`config.mk`:
```
export PLATFORM = sky130hd
export DESIGN_NAME = ppi_bus_sequencer
export DESIGN_NICKNAME = d
export VERILOG_FILES = /design/src/rtl/ppi_pkg.sv /design/src/rtl/ppi_rr_arbiter.sv /design/src/rtl/ppi_bus_sequencer.sv
export SDC_FILE = /design/constraint.sdc
export NUM_CORES = 1
export LEC_CHECK = 0
export BUFFER_PORTS_ARGS = -buffer_cell sky130_fd_sc_hd__buf_2
export CAP_MARGIN = 20
export CORE_MARGIN = 5
export CORE_UTILIZATION = 35
export CTS_BUF_LIST = sky130_fd_sc_hd__clkbuf_2
export DETAILED_ROUTE_END_ITERATION = 6
export PLACE_DENSITY_LB_ADDON = 0.08
export SLEW_MARGIN = 40
export SYNTH_ARGS = -nofsm -noshare
export SYNTH_HDL_FRONTEND = slang
export SYNTH_HIERARCHICAL = 1
export SYNTH_SLANG_ARGS = --single-unit
```
`constraint.sdc`:
```
create_clock -name CLK -period 5.55 [get_ports CLK]
set_input_delay 0.555 -clock CLK [delete_from_list [all_inputs] [get_ports CLK]]
set_output_delay 0.555 -clock CLK [all_outputs]
set_load 0.01 [all_outputs]
```
`src/rtl/ppi_pkg.sv`:
```
// Shared types, constants and helpers for the PPI bus sequencer.
package ppi_pkg;

    typedef enum logic [1:0] {
        PORT_WR = 2'b00,
        PORT_RD = 2'b01,
        CTRL_WR = 2'b10,
        BSR     = 2'b11
    } cmd_t;

    typedef enum logic [2:0] {
        IDLE   = 3'd0,
        SETUP  = 3'd1,
        STROBE = 3'd2,
        HOLD   = 3'd3,
        FAIL   = 3'd4
    } seq_state_t;

    localparam logic [1:0] PPI_A    = 2'b00;
    localparam logic [1:0] PPI_B    = 2'b01;
    localparam logic [1:0] PPI_C    = 2'b10;
    localparam logic [1:0] PPI_CTRL = 2'b11;

    localparam logic [7:0] CTRL_DEFAULT = 8'h9B;

    localparam int unsigned CW_MODE_FLAG = 7;
    localparam int unsigned CW_A_IN      = 4;
    localparam int unsigned CW_CU_IN     = 3;
    localparam int unsigned CW_B_IN      = 1;
    localparam int unsigned CW_CL_IN     = 0;

    // One latched requester command
    typedef struct packed {
        cmd_t       cmd;
        logic [1:0] addr;
        logic [7:0] wdata;
    } ppi_cmd_t;

    // Every command except a port read drives PD
    function automatic logic is_write(input cmd_t c);
        return c != PORT_RD;
    endfunction

    // Port commands address their port; control/BSR commands hit the control register
    function automatic logic [1:0] bus_addr(input ppi_cmd_t p);
        return (p.cmd == PORT_WR || p.cmd == PORT_RD) ? p.addr : PPI_CTRL;
    endfunction

    // Byte placed on PD for a write-type command
    function automatic logic [7:0] pd_word(input ppi_cmd_t p);
        logic [7:0] w;
        w = p.wdata;
        case (p.cmd)
            CTRL_WR: w[CW_MODE_FLAG] = 1'b1;
            BSR:     w = {4'b0000, p.wdata[3:0]};
            default: w = p.wdata;
        endcase
        return w;
    endfunction

    // True when the control word configures the addressed port as input
    function automatic logic port_is_input(input logic [7:0] cw, input logic [1:0] addr);
        case (addr)
            PPI_A:   return cw[CW_A_IN];
            PPI_B:   return cw[CW_B_IN];
            PPI_C:   return cw[CW_CL_IN] | cw[CW_CU_IN];
            default: return 1'b0;
        endcase
    endfunction

endpackage

```
`src/rtl/ppi_rr_arbiter.sv`:
```
// Two-way round-robin arbiter; ptr names the requester that wins the next tie.
module ppi_rr_arbiter (
    input  logic       clk,
    input  logic       rst,
    input  logic [1:0] req,
    input  logic       gnt_en,
    output logic       gnt_valid_c,
    output logic       gnt_id_c
);

    logic ptr;

    // Grant decision: single request wins outright, a tie goes to ptr
    always_comb begin
        gnt_valid_c = gnt_en && (req != 2'b00);
        gnt_id_c    = (req == 2'b11) ? ptr : req[1];
    end

    // Pointer moves to the other requester after every grant
    always_ff @(posedge clk or posedge rst) begin
        if (rst) begin
            ptr <= 1'b0;
        end else if (gnt_valid_c) begin
            ptr <= ~gnt_id_c;
        end
    end

endmodule

```
`src/rtl/ppi_bus_sequencer.sv`:
```
// Host-side PPI bus sequencer: arbitrates two requesters and runs timed
// setup / strobe / hold bus cycles on the 8255-style pins.
// Optional macro PPI_SEQ_MODE_SHADOW_EN adds a control-word shadow and a
// port-direction check on port writes.
module ppi_bus_sequencer
    import ppi_pkg::*;
#(
    parameter int unsigned SETUP_CYC  = 1,
    parameter int unsigned STROBE_CYC = 2,
    parameter int unsigned HOLD_CYC   = 1,
    parameter int unsigned CNT_W      = 4
) (
    input  logic       CLK,
    input  logic       RST,
    input  logic       REQ0,
    input  logic [1:0] CMD0,
    input  logic [1:0] ADDR0,
    input  logic [7:0] WDATA0,
    output logic       DONE0,
    input  logic       REQ1,
    input  logic [1:0] CMD1,
    input  logic [1:0] ADDR1,
    input  logic [7:0] WDATA1,
    output logic       DONE1,
    output logic       ERR,
    output logic [7:0] RDATA,
    output logic       CS,
    output logic       RD,
    output logic       WR,
    output logic [1:0] A,
    output logic [7:0] PD_OUT,
    output logic       PD_OE,
    input  logic [7:0] PD_IN,
    output logic       BUSY
`ifdef PPI_SEQ_MODE_SHADOW_EN
    ,
    output logic [7:0] CFG_SHADOW
`endif
);

    seq_state_t       state, state_nxt;
    logic [CNT_W-1:0] cnt, cnt_nxt;
    ppi_cmd_t         cur, cur_nxt;
    logic             id, id_nxt;

    logic             gnt_valid_c;
    logic             gnt_id_c;
    ppi_cmd_t         sel_c;
    logic             reject_c;

    logic             cs_nxt, rd_nxt, wr_nxt, oe_nxt;
    logic [1:0]       a_nxt;
    logic [7:0]       pd_nxt;
    logic             done_nxt, err_nxt;

    ppi_rr_arbiter u_arb (
        .clk         (CLK),
        .rst         (RST),
        .req         ({REQ1, REQ0}),
        .gnt_en      (state == IDLE),
        .gnt_valid_c (gnt_valid_c),
        .gnt_id_c    (gnt_id_c)
    );

    // Command of the requester currently winning arbitration and its legality
    always_comb begin
        sel_c = gnt_id_c ? ppi_cmd_t'({cmd_t'(CMD1), ADDR1, WDATA1})
                         : ppi_cmd_t'({cmd_t'(CMD0), ADDR0, WDATA0});
        reject_c = (sel_c.cmd == PORT_WR || sel_c.cmd == PORT_RD) && (sel_c.addr == PPI_CTRL);
`ifdef PPI_SEQ_MODE_SHADOW_EN
        if (sel_c.cmd == PORT_WR && port_is_input(CFG_SHADOW, sel_c.addr)) begin
            reject_c = 1'b1;
        end
`endif
    end

    // Next state, phase counter and next values of the registered pins
    always_comb begin
        state_nxt = state;
        cnt_nxt   = cnt;
        cur_nxt   = cur;
        id_nxt    = id;
        cs_nxt    = 1'b1;
        rd_nxt    = 1'b1;
        wr_nxt    = 1'b1;
        oe_nxt    = 1'b0;
        a_nxt     = A;
        pd_nxt    = PD_OUT;

        case (state)
            IDLE: begin
                if (gnt_valid_c) begin
                    cur_nxt = sel_c;
                    id_nxt  = gnt_id_c;
                    if (reject_c) begin
                        state_nxt = FAIL;
                    end else begin
                        state_nxt = SETUP;
                        cnt_nxt   = CNT_W'(SETUP_CYC - 1);
                    end
                end
            end
            SETUP: begin
                if (cnt == '0) begin
                    state_nxt = STROBE;
                    cnt_nxt   = CNT_W'(STROBE_CYC - 1);
                end else begin
                    cnt_nxt = cnt - CNT_W'(1);
                end
            end
            STROBE: begin
                if (cnt == '0) begin
                    state_nxt = HOLD;
                    cnt_nxt   = CNT_W'(HOLD_CYC - 1);
                end else begin
                    cnt_nxt = cnt - CNT_W'(1);
                end
            end
            HOLD: begin
                if (cnt == '0) begin
                    state_nxt = IDLE;
                end else begin
                    cnt_nxt = cnt - CNT_W'(1);
                end
            end
            FAIL:    state_nxt = IDLE;
            default: state_nxt = IDLE;
        endcase

        if (state_nxt == SETUP || state_nxt == STROBE || state_nxt == HOLD) begin
            cs_nxt = 1'b0;
            a_nxt  = bus_addr(cur_nxt);
            if (is_write(cur_nxt.cmd)) begin
                oe_nxt = 1'b1;
                pd_nxt = pd_word(cur_nxt);
            end
        end
        if (state_nxt == STROBE) begin
            rd_nxt = (cur_nxt.cmd != PORT_RD);
            wr_nxt = (cur_nxt.cmd == PORT_RD);
        end

        done_nxt = (state_nxt == FAIL) || (state_nxt == HOLD && cnt_nxt == '0);
        err_nxt  = (state_nxt == FAIL);
    end

    // State and pin registers; reset releases the bus immediately
    always_ff @(posedge CLK or posedge RST) begin
        if (RST) begin
            state  <= IDLE;
            cnt    <= '0;
            cur    <= '0;
            id     <= 1'b0;
            CS     <= 1'b1;
            RD     <= 1'b1;
            WR     <= 1'b1;
            A      <= 2'b00;
            PD_OUT <= 8'h00;
            PD_OE  <= 1'b0;
            RDATA  <= 8'h00;
            DONE0  <= 1'b0;
            DONE1  <= 1'b0;
            ERR    <= 1'b0;
            BUSY   <= 1'b0;
        end else begin
            state  <= state_nxt;
            cnt    <= cnt_nxt;
            cur    <= cur_nxt;
            id     <= id_nxt;
            CS     <= cs_nxt;
            RD     <= rd_nxt;
            WR     <= wr_nxt;
            A      <= a_nxt;
            PD_OUT <= pd_nxt;
            PD_OE  <= oe_nxt;
            DONE0  <= done_nxt && !id_nxt;
            DONE1  <= done_nxt && id_nxt;
            ERR    <= err_nxt;
            BUSY   <= (state_nxt != IDLE);
            if (state == STROBE && cnt == '0 && cur.cmd == PORT_RD) begin
                RDATA <= PD_IN;
            end
        end
    end

`ifdef PPI_SEQ_MODE_SHADOW_EN
    // Shadow follows each completed control-word write
    always_ff @(posedge CLK or posedge RST) begin
        if (RST) begin
            CFG_SHADOW <= CTRL_DEFAULT;
        end else if (done_nxt && !err_nxt && cur_nxt.cmd == CTRL_WR) begin
            CFG_SHADOW <= pd_nxt;
        end
    end
`endif

endmodule

```
* Yosys cells after proc, flatten, opt, wreduce, memory -nomap -nowiden
Cells that the tools add are included.
Storage, ports and cells: flip-flop bits (word level) 47, input bits 36, output and inout bits 26, logic and storage cells 82
Operators by class: add/sub/neg operators 1, equality and inequality tests 15, muxes and demuxes 26, bitwise logic cells 1, reductions and logical operators 21
Operator list (count):
- $mux 12 | 3
- $mux 4 | 5
- $pmux 4 s4 | 1
- $mux 3 | 5
- $eq 3x2->1 const B | 4
- $pmux 3 s4 | 1
- $eq 2x2->1 const B | 4
- $logic_not 4->1 | 2
- $mux 1 | 8
- $logic_and 1x1->1 | 7
- $mux 7 | 1
- $eq 2x1->1 const B | 3
- $eq 3x1->1 const B | 2
- $logic_or 1x1->1 | 5
- $logic_not 2->1 | 2
- $sub 4x1->4 const B | 1
- $eq 3x3->1 const B | 1
- $logic_not 3->1 | 1
- $reduce_bool 3->1 | 1
- $mux 2 | 1
- $ne 2x1->1 const B | 1
- $pmux 1 s2 | 1
- $reduce_and 2->1 | 1
- $reduce_bool 2->1 | 1
- other kinds (2) | 2

* Longest topological paths before layout
Gate-level depths: netlist of run 1.
depth in word-level cells 13, mapped depth 9, depth with buffers taken out 9

* Modules after synthesis
Netlist of run 1, hierarchy kept.
Modules (own cells, without submodules):
- ppi_bus_sequencer | times used 1, cells an instance 192, area each 2205.9 µm², sequential area each 1154.9 µm²
- ppi_rr_arbiter | times used 1, cells an instance 7, area each 58.8 µm², sequential area each 25.0 µm²

* Worst setup path before layout of run 1
Ideal clock, no wire load.
kind flip-flop to flip-flop, start register state[0], end register PD_OUT[0], setup time 0.125 ns, arrival time 2.276 ns, required time 5.425 ns, setup slack 3.149 ns, cell stages (with the launch flop) 10, path buffers 3, cells stage by stage dfrtp_1 buf_2 clkbuf_1 nor3_1 o21a_1 nor4b_4 and3_1 buf_4 a22oi_4 mux2_4
Between the ends: word-level cells in the longest chain between the ends 8
Ends and longest elaborated chain:
- start: declaration | RTL line ppi_bus_sequencer.sv:41 | seq_state_t state, state_nxt;
- start signal: assignment | RTL line ppi_bus_sequencer.sv:166 | state <= state_nxt;
- $logic_not 3->1 (*) | RTL line ppi_bus_sequencer.sv:60 | .gnt_en (state == IDLE),
- $logic_and 1x1->1 (*) | RTL line ppi_rr_arbiter.sv:15 | gnt_valid_c = gnt_en && (req != 2'b00);
- named net gnt_valid_c | RTL line ppi_bus_sequencer.sv:46 | logic gnt_valid_c;
- $mux 3 | RTL line ppi_bus_sequencer.sv:92 | if (gnt_valid_c) begin
- $pmux 3 s4 | RTL line ppi_bus_sequencer.sv:90 | case (state)
- $eq 3x1->1 / $eq 3x2->1 (equally long branches) | RTL line ppi_bus_sequencer.sv:130 | if (state_nxt == SETUP || state_nxt == STROBE || state_nxt == HOLD) begin
- $logic_or 1x1->1 (2 in a row) | RTL line ppi_bus_sequencer.sv:130
- $reduce_and 2->1 (no source line)
- end signal: assignment | RTL line ppi_bus_sequencer.sv:174 | PD_OUT <= pd_nxt;
- end: declaration | RTL line ppi_bus_sequencer.sv:31 | output logic [7:0] PD_OUT,
The timed path passes the listed nets; every way through them passes the cells marked *. A chain may end at the register's enable or synchronous reset.

* Worst setup path after layout of run 1
start register state[0], end register PD_OUT[1]
Same word-level chain as after synthesis.

==> out/metrics.csv, run 1 <==
metric,value,unit
synth-edff-count,0,
layout.nets,299,
yosys_warnings,6,
floorplan.core_area,6310,um^2
timing.critical_path.arrival,3.11,ns
syn-num-nets,238,
syn-mean-instance-area,11.4,um^2
combinational_family_with_the_most_area_after_synthesis,multiplexers,
grt_antenna_before_repair,0,
timing.critical_path.buf_inv,1,
report.final.hold_viol_count,0,
worstSkewPairLatency,0.42,ns
synth-adder-area-share,1.66,%
endpoint_of_the_worst_hold_timing_path,u_arb/ptr,
ioPinCount,62,
ratio_of_total_power_to_cell_area,561,nW/um^2
grt_first_pass_wirelength,8390,um
synth_xor_area_share,0.387,%
met2_usage,19.9,%
vias,1616,
rr_worst_depth,7,
reg2reg_to,PD_OUT[1],
power.ir.vdd_worst,0.000229,V
crit_required,5.90,ns
hold_path_depth,2,
routed_wire_length_per_instance,14.3,um
cts.sink_count,47,
finalSetupViolCount,0,
r2r_start,state[0],
crit_chain,nor3_1 > o21a_1 > nor4b_4 > buf_4 > and3_1 > a22oi_4 > mux2_4,
grt_overflow,0,
post-layout-total-power,1530,uW
fin_worst_skew,0.0217,ns
worst-slew-pin-transition,0.674,ns
cts-root-buf,sky130_fd_sc_hd__clkbuf_2,
place.detailed.hpwl,3580,um
finalWorstPathRequiredPeriod,2.76,ns
timing.final.max_slew_violations,0,
htreeDepth,2,
die_h,90.4,um
synthesis.instances,199,
cpLargestDelayFamily,simple AND/OR/NAND/NOR gates,
synth_compound_area_share,13.5,%
worst-r2r-setup-slack,2.79,ns
postSynth.asyncResetShare,100,%
achievable_frequency,362,MHz
setup.worst_path.end_class,flip-flop,
synth.area.mux_share,14.3,%
vias_in_the_first_global_route,1734,
cts_tree,built,
status,finished clean,
start_kind,flip-flop,
final_min_period_over_clock_period,49.8,%
totalNegativeSetupSlack,0,ns
place.gp.congestion,0.746,
grt_use_met3,4.25,%
drtPass1Iterations,4,
grt-busiest-layer,met2,
timing.critical_path.slowest_stage_cell,sky130_fd_sc_hd__dfrtp_1,
synth_flop_cell,sky130_fd_sc_hd__dfrtp_1,
critPathKind,reg -> reg,
postCtsSetupRepairBufs,0,
synth_seq_cells,47,
cap_violations,0,
grt_util_met1,16.4,%
max_stage_delay,0.62,ns
die_span_x,90.4,um
final_layout_size_suffix_gt1_share,36.0,%
worst_hold_path_type,in -> reg,
grt_max_degree,47,
antenna-diode-count,0,
slew_headroom,55.0,%
synth_area,2260,um^2
synth_cell_type_count,48,
routed_wl,4840,um
clock_path_buffers,2,
cts_buffers,5,
io_buffers,61,
post_synth_and_or_nand_nor_area_fraction,13.7,%
floorplan.initialDensity,35.9,%
power_leakage,0.00131,uW
crit_fanout,25,
clk_pin_slew_worst_paths,0.25,ns
fp.dieArea,8180,um^2
min-delay-start,REQ1,
area_growth,20.2,%
drt_iter0_drc,45,
global_route.usage.total,12.6,%
avgViaCountPerCell,4.78,
fp-row-count,29,
route.detailed.drc,0,
seq_area_frac_synth,52.1,%
rsz0062_at_grt,false,
ant_nets,0,
-- kinds of logic (layout without fill, tap and decap cells) --
kind of cell / after synthesis / after routing
AOI/OAI and AO/OA: 41 / 41
xor gates and xnor gates: 1 / 1
adders and majority gates: 3 / 3
buffers and inverters: 24 / 86
DFF: 47 / 47
muxes: 29 / 29
and+or+nand+nor: 54 / 54
-- routing by layer --
| metal | share of wire (%) | wire [um] |
|---|---|---|
| met4 | 0.87 | 42 |
| met3 | 5.0 | 242 |
| met1 | 48 | 2330 |
| met2 | 46 | 2220 |
| met5 | 0 | 0 |
-- layout make-up --
type                       instances  area, um^2
clock buffer                       6        30.0
clock inverter                     2        37.5
fill                             621        3590
inverter                          15        58.8
multi-input combinational        128         996
sequential                        47        1180
tap                               77        96.3
timing repair buffer              63         323
-- worst reg2reg max path, delay by kind of cell, from the launching register on --
family          cells  cell delay, ns
compound gates      2            0.42
buf+inv             1            0.31
flops               1            0.62
mux                 1            0.34
simple gates        3            1.01
-- through the flow --
stage	setup WS [ns]	util [%]	instances	hold WS, ns	instance area (um^2)
after floorplan	3.15	-	199	0.284	2260
after global placement	2.72	41.7	329	0.404	2630
after detailed placement	2.75	41.9	329	0.423	2640
after CTS	2.72	43.1	338	0.291	2720
after global routing	2.54	43.1	338	0.285	2720
final	2.79	43.1	338	0.320	2720
-- synthesized netlist by cell type, types with 2 or more instances --
cell type | count | area share (%)
sky130_fd_sc_hd__nand2b_1 | 3 | 0.83
sky130_fd_sc_hd__o2bb2ai_1 | 5 | 1.9
sky130_fd_sc_hd__mux2i_1 | 15 | 6.6
sky130_fd_sc_hd__nand2_1 | 10 | 1.7
sky130_fd_sc_hd__o22ai_1 | 2 | 0.55
sky130_fd_sc_hd__dfstp_2 | 3 | 3.5
sky130_fd_sc_hd__nand3b_1 | 2 | 0.66
sky130_fd_sc_hd__and2_1 | 2 | 0.55
sky130_fd_sc_hd__inv_1 | 14 | 2.3
sky130_fd_sc_hd__clkbuf_1 | 2 | 0.33
sky130_fd_sc_hd__mux2_2 | 10 | 5.0
sky130_fd_sc_hd__or3_1 | 4 | 1.1
sky130_fd_sc_hd__a21o_1 | 4 | 1.3
sky130_fd_sc_hd__buf_2 | 5 | 1.1
sky130_fd_sc_hd__mux2_4 | 4 | 2.7
sky130_fd_sc_hd__o31a_1 | 2 | 0.77
sky130_fd_sc_hd__o21bai_1 | 2 | 0.66
sky130_fd_sc_hd__dfrtp_1 | 44 | 49
sky130_fd_sc_hd__ha_1 | 3 | 1.7
sky130_fd_sc_hd__a21oi_1 | 10 | 2.2
sky130_fd_sc_hd__nor3_1 | 4 | 0.88
sky130_fd_sc_hd__nor2b_1 | 4 | 1.1
sky130_fd_sc_hd__nand3_1 | 2 | 0.44
sky130_fd_sc_hd__o21ai_0 | 4 | 0.88
sky130_fd_sc_hd__nor2_1 | 16 | 2.7
-- timing repair --
action                                 4_1_cts  5_1_grt
gates resized for setup                      0        0
endpoints found under the hold margin        1        0
hold buffers                                 1        0
-- layout by cell type (no fill, tap or decap), types with 2 or more instances in the layout --
cell / n
sky130_fd_sc_hd__buf_2: 61
sky130_fd_sc_hd__dfrtp_1: 44
sky130_fd_sc_hd__nor2_1: 16
sky130_fd_sc_hd__mux2i_1: 15
sky130_fd_sc_hd__inv_1: 13
sky130_fd_sc_hd__nand2_1: 10
sky130_fd_sc_hd__mux2_2: 10
sky130_fd_sc_hd__a21oi_1: 10
sky130_fd_sc_hd__clkbuf_2: 6
sky130_fd_sc_hd__o2bb2ai_1: 5
sky130_fd_sc_hd__or3_1: 4
sky130_fd_sc_hd__nor3_1: 4
sky130_fd_sc_hd__nor2b_1: 4
sky130_fd_sc_hd__o21ai_0: 4
sky130_fd_sc_hd__a21o_1: 4
sky130_fd_sc_hd__mux2_4: 4
sky130_fd_sc_hd__dfstp_2: 3
sky130_fd_sc_hd__nand2b_1: 3
sky130_fd_sc_hd__ha_1: 3
sky130_fd_sc_hd__o21bai_1: 2
sky130_fd_sc_hd__and2_1: 2
sky130_fd_sc_hd__o31a_1: 2
sky130_fd_sc_hd__o22ai_1: 2
sky130_fd_sc_hd__nand3b_1: 2
sky130_fd_sc_hd__nand3_1: 2
-- worst max path at each step --
stage / start / endpoint / slack, ns / depth (start not counted)
CTS: state[0] / PD_OUT[1] / 2.72 / 7
finish: state[0] / PD_OUT[1] / 2.79 / 7
floorplan: state[0] / PD_OUT[0] / 3.15 / 9
global placement: REQ0 / PD_OUT[3] / 2.72 / 6
detailed placement: state[0] / PD_OUT[2] / 2.75 / 7
global route: state[0] / A[0] / 2.54 / 7
-- state kept, by name, summed over array words and instances, names as in the netlist --
| signal | cells |
|---|---|
| cur | 12 |
| PD_OUT | 8 |
| RDATA | 8 |
| cnt | 4 |
| state | 3 |
| A | 2 |
| BUSY | 1 |
| CS | 1 |
| DONE0 | 1 |
| DONE1 | 1 |
| ERR | 1 |
| PD_OE | 1 |
| RD | 1 |
| WR | 1 |
| id | 1 |
| u_arb/ptr | 1 |
-- where the power goes --
group	switching (uW)	total, uW	internal [uW]	leakage, uW
clock network	112	190	77.8	0.0000392
logic	387	737	350	0.000720
registers	96.9	600	503	0.000551
total	596	1530	931	0.00131
Power figures use the tool's default switching activity.
==> run 2: changes to the inputs <==
--- a/config.mk
+++ b/config.mk
@@ -5,6 +5,7 @@
 export SDC_FILE = /design/constraint.sdc
 export NUM_CORES = 1
 export LEC_CHECK = 0
+export ABC_AREA = 1
 export BUFFER_PORTS_ARGS = -buffer_cell sky130_fd_sc_hd__buf_2
 export CAP_MARGIN = 20
 export CORE_MARGIN = 5
==> constraint.sdc (replaced) <==
create_clock -name CLK -period 2.5 [get_ports CLK]
set_input_delay 0.25 -clock CLK [delete_from_list [all_inputs] [get_ports CLK]]
set_output_delay 0.25 -clock CLK [all_outputs]
set_load 0.01 [all_outputs]
==> out/metrics.csv, run 2 <==
metric,value,unit,change
vias,1799,,was 1616
worst_hold_path_type,in -> reg,,unchanged
post-synth-top-area-cell,sky130_fd_sc_hd__dfrtp_1,,unchanged
cpLargestDelayFamily,simple AND/OR/NAND/NOR gates,,unchanged
io_buffers,61,,unchanged
timing.critical_path.buf_inv,3,,was 1
r2r_start,state[1],,was state[0]
cts_buffers,5,,unchanged
drt_iter0_drc,98,,was 45
status,finished clean,,unchanged
fin_worst_skew,0.0231,ns,was 0.0217 ns
finish.cell_count_without_fillers,401,,was 338
power.share.sequential,37.4,%,was 39.3%
worst-slew-pin-transition,0.568,ns,was 0.674 ns
die_span_x,90.6,um,was 90.4 um
clock_path_buffers,2,,unchanged
synth_area,2270,um^2,was 2260 um^2
htreeDepth,2,,unchanged
placedCellCount,385,,was 329
power.ir.vdd_worst,0.000479,V,was 0.000229 V
n_fill_cell,626,,was 621
fp-row-count,29,,unchanged
drtPass1Iterations,4,,unchanged
switching_power,1470,uW,was 596 uW
synthTopCellsByArea,"sky130_fd_sc_hd__dfrtp_1 48%, sky130_fd_sc_hd__nand2_1 11%, sky130_fd_sc_hd__nor2_1 5.0%, sky130_fd_sc_hd__mux2_2 4.0%, sky130_fd_sc_hd__inv_1 3.8%",,"was sky130_fd_sc_hd__dfrtp_1 49%, sky130_fd_sc_hd__mux2i_1 6.6%, sky130_fd_sc_hd__mux2_2 5.0%, sky130_fd_sc_hd__dfstp_2 3.5%, sky130_fd_sc_hd__mux2_4 2.7%"
synth_common_cells,"64 x sky130_fd_sc_hd__nand2_1, 44 x sky130_fd_sc_hd__dfrtp_1, 30 x sky130_fd_sc_hd__nor2_1, 23 x sky130_fd_sc_hd__inv_1, 11 x sky130_fd_sc_hd__nand3_1",,"was 44 x sky130_fd_sc_hd__dfrtp_1, 16 x sky130_fd_sc_hd__nor2_1, 15 x sky130_fd_sc_hd__mux2i_1, 14 x sky130_fd_sc_hd__inv_1"
finalSetupViolCount,0,,unchanged
vias_in_the_first_global_route,1800,,was 1734
top_cell_type_s_share_of_synthesized_area,48.5,%,was 48.6%
place.gp.congestion,0.854,,was 0.746
final_layout_size_suffix_gt1_share,34.3,%,was 36.0%
worstSkewPairLatency,0.43,ns,was 0.42 ns
synth_seq_cells,47,,unchanged
grt_antenna_before_repair,0,,unchanged
floorplan.initialDensity,35.8,%,was 35.9%
route.detailed.drc,0,,unchanged
clock_power_share,12.8,%,was 12.5%
net_switching_fraction_of_the_power,42.9,%,was 39.1%
synth_cell_type_count,37,,was 48
achievable_frequency,466,MHz,was 362 MHz
yosys_warnings,6,,unchanged
cts_tree,built,,unchanged
cap_violations,0,,unchanged
reg.largest.list,"cur: 12 flops, PD_OUT: 8 flops, RDATA: 8 flops",,unchanged
seq_area_frac_synth,51.9,%,was 52.1%
ant_nets,0,,unchanged
postCtsSetupRepairBufs,0,,unchanged
finalWorstPathRequiredPeriod,2.14,ns,was 2.76 ns
grt_max_degree,46,,was 47
min-delay-start,PD_IN[2],,was REQ1
setup.worst_path.end_class,flip-flop,,unchanged
floorplan.core_area,6350,um^2,was 6310 um^2
timing.critical_path.slowest_stage_cell,sky130_fd_sc_hd__dfrtp_1,,unchanged
clk_pin_slew_worst_paths,0.27,ns,was 0.25 ns
totalNegativeSetupSlack,0,ns,unchanged
crit_fanout,25,,unchanged
rsz0062_at_grt,false,,unchanged
fp.dieArea,8200,um^2,was 8180 um^2
cell_internal_pwr,1950,uW,was 931 uW
max_ffs_per_register,12,,unchanged
crit_start,state[1],,was state[0]
cts.sink_count,47,,unchanged
synth_flop_cell,sky130_fd_sc_hd__dfrtp_1,,unchanged
max_stage_delay,0.48,ns,was 0.62 ns
report.final.hold_viol_count,0,,unchanged
avgViaCountPerCell,4.49,,was 4.78
crit_required,2.87,ns,was 5.90 ns
crit_chain,nor2_2 > nand2_4 > inv_4 > inv_1 > nor2_2 > nand2_8 > inv_4 > or2_4 > o21ai_4 > nor2_4 > nor2_8 > nand2_1 > nand2_1,,was nor3_1 > o21a_1 > nor4b_4 > buf_4 > and3_1 > a22oi_4 > mux2_4
ratio_of_total_power_to_cell_area,1210,nW/um^2,was 561 nW/um^2
routed_wl,5180,um,was 4840 um
routed_wire_length_per_instance,12.9,um,was 14.3 um
timing.critical_path.arrival,2.51,ns,was 3.11 ns
synth-edff-count,0,,unchanged
start_kind,flip-flop,,unchanged
antenna-diode-count,0,,unchanged
critPathKind,reg -> reg,,unchanged
place.detailed.hpwl,3880,um,was 3580 um
power_leakage,0.00149,uW,was 0.00131 uW
pwr-share-comb,49.8,%,was 48.3%
synthMostInstantiatedCell,sky130_fd_sc_hd__nand2_1,,was sky130_fd_sc_hd__dfrtp_1
area_growth,24.6,%,was 20.2%
regMostFlops,cur,,unchanged
syn-num-nets,286,,was 238
timing.final.max_slew_violations,0,,unchanged
layout_common_cells,"64 x sky130_fd_sc_hd__nand2_1, 61 x sky130_fd_sc_hd__buf_2, 44 x sky130_fd_sc_hd__dfrtp_1",,"was 61 x sky130_fd_sc_hd__buf_2, 44 x sky130_fd_sc_hd__dfrtp_1, 16 x sky130_fd_sc_hd__nor2_1"
final_min_period_over_clock_period,85.8,%,was 49.8%
global_route.usage.total,13.3,%,was 12.6%
layout.nets,362,,was 299
syn-mean-instance-area,9.20,um^2,was 11.4 um^2
grt_overflow,0,,unchanged
commonest_non_fill_non_tap_cell_in_the_layout,sky130_fd_sc_hd__nand2_1,,was sky130_fd_sc_hd__buf_2
synthesis.instances,247,,was 199
grt_first_pass_wirelength,8940,um,was 8390 um
ioPinCount,62,,unchanged
cts-root-buf,sky130_fd_sc_hd__clkbuf_2,,unchanged
slew_headroom,62.1,%,was 55.0%
die_h,90.6,um,was 90.4 um
postSynth.asyncResetShare,100,%,unchanged
run 2: cell count changes after synthesis, moves of 5 or more:
cell                        change
sky130_fd_sc_hd__o31ai_1        +6
sky130_fd_sc_hd__inv_1          +9
sky130_fd_sc_hd__a21oi_1        -8
sky130_fd_sc_hd__nand3_1        +9
sky130_fd_sc_hd__o21ai_1        +7
sky130_fd_sc_hd__nand2_1       +54
sky130_fd_sc_hd__mux2i_1       -14
sky130_fd_sc_hd__o2bb2ai_1      -5
sky130_fd_sc_hd__nor2_1        +14
run 2: per-layer routing:
layer / track usage (%) / wire [um]
met1: 18.7 / 2590
met3: 3.83 / 347
met4: 4.59 / 91
met5: 0 / 0
met2: 19.4 / 2140
run 2: repair_timing:
item / in CTS / in global routing
hold endpoints to repair: 50 / 1
hold buffers: 7 / 1
resized for setup: 0 / 0
run 2: kinds of logic after synthesis:
family,Yosys count,share of synthesized area (%)
buffers and inverters,33,6.44
flip-flops,47,51.9
multiplexers,9,4.41
adder cells (fa/ha/maj),3,1.65
AND/OR/NAND/NOR,121,25.0
AO/OA/AOI/OAI,33,10.2
XOR/XNOR,1,0.386
run 2: power by group through the flow:
stage	registers [uW]	logic, uW	clock network (uW)
floorplan	1360	1150	0
global placement	1290	1710	0
detailed placement	1290	1720	0
CTS	1270	1730	461
global route	1320	1940	496
finish	1280	1700	437
run 2: area by class of cell:
type / instances / area, um^2 / area share, %
multi-input cells: 167 / 946 / 33.4
repair buffers: 74 / 423 / 14.9
clock buffers: 5 / 25.0 / 0.884
flip-flops and latches: 47 / 1180 / 41.7
well taps: 77 / 96.3 / 3.40
clock inverters: 3 / 47.5 / 1.68
inverters: 28 / 113 / 3.98
run 2: stage by stage:
stage | hold WS [ns] | power [uW] | utilization, % | area [um^2] | setup WS [ns]
floorplan | -0.0213 | 2500 | - | 2270 | 0.602
global placement | 0.101 | 3000 | 42.1 | 2680 | 0.383
detailed placement | 0.119 | 3010 | 42.2 | 2680 | 0.333
CTS | 0.000325 | 3470 | 44.4 | 2820 | 0.343
global route | 0.00308 | 3750 | 44.6 | 2830 | 0.146
finish | 0.0397 | 3420 | 44.6 | 2830 | 0.356
run 2: worst paths after layout:
path                        endpoint  depth (start not counted)  slack, ns
hold reg to reg                 A[1]                          2       0.51
setup reg to reg           PD_OUT[2]                         13       0.36
hold / removal              RDATA[2]                          2       0.04
max in group asynchronous         WR                          4       1.54
min in group asynchronous  u_arb/ptr                          3       0.19
setup / recovery           PD_OUT[2]                         13       0.36
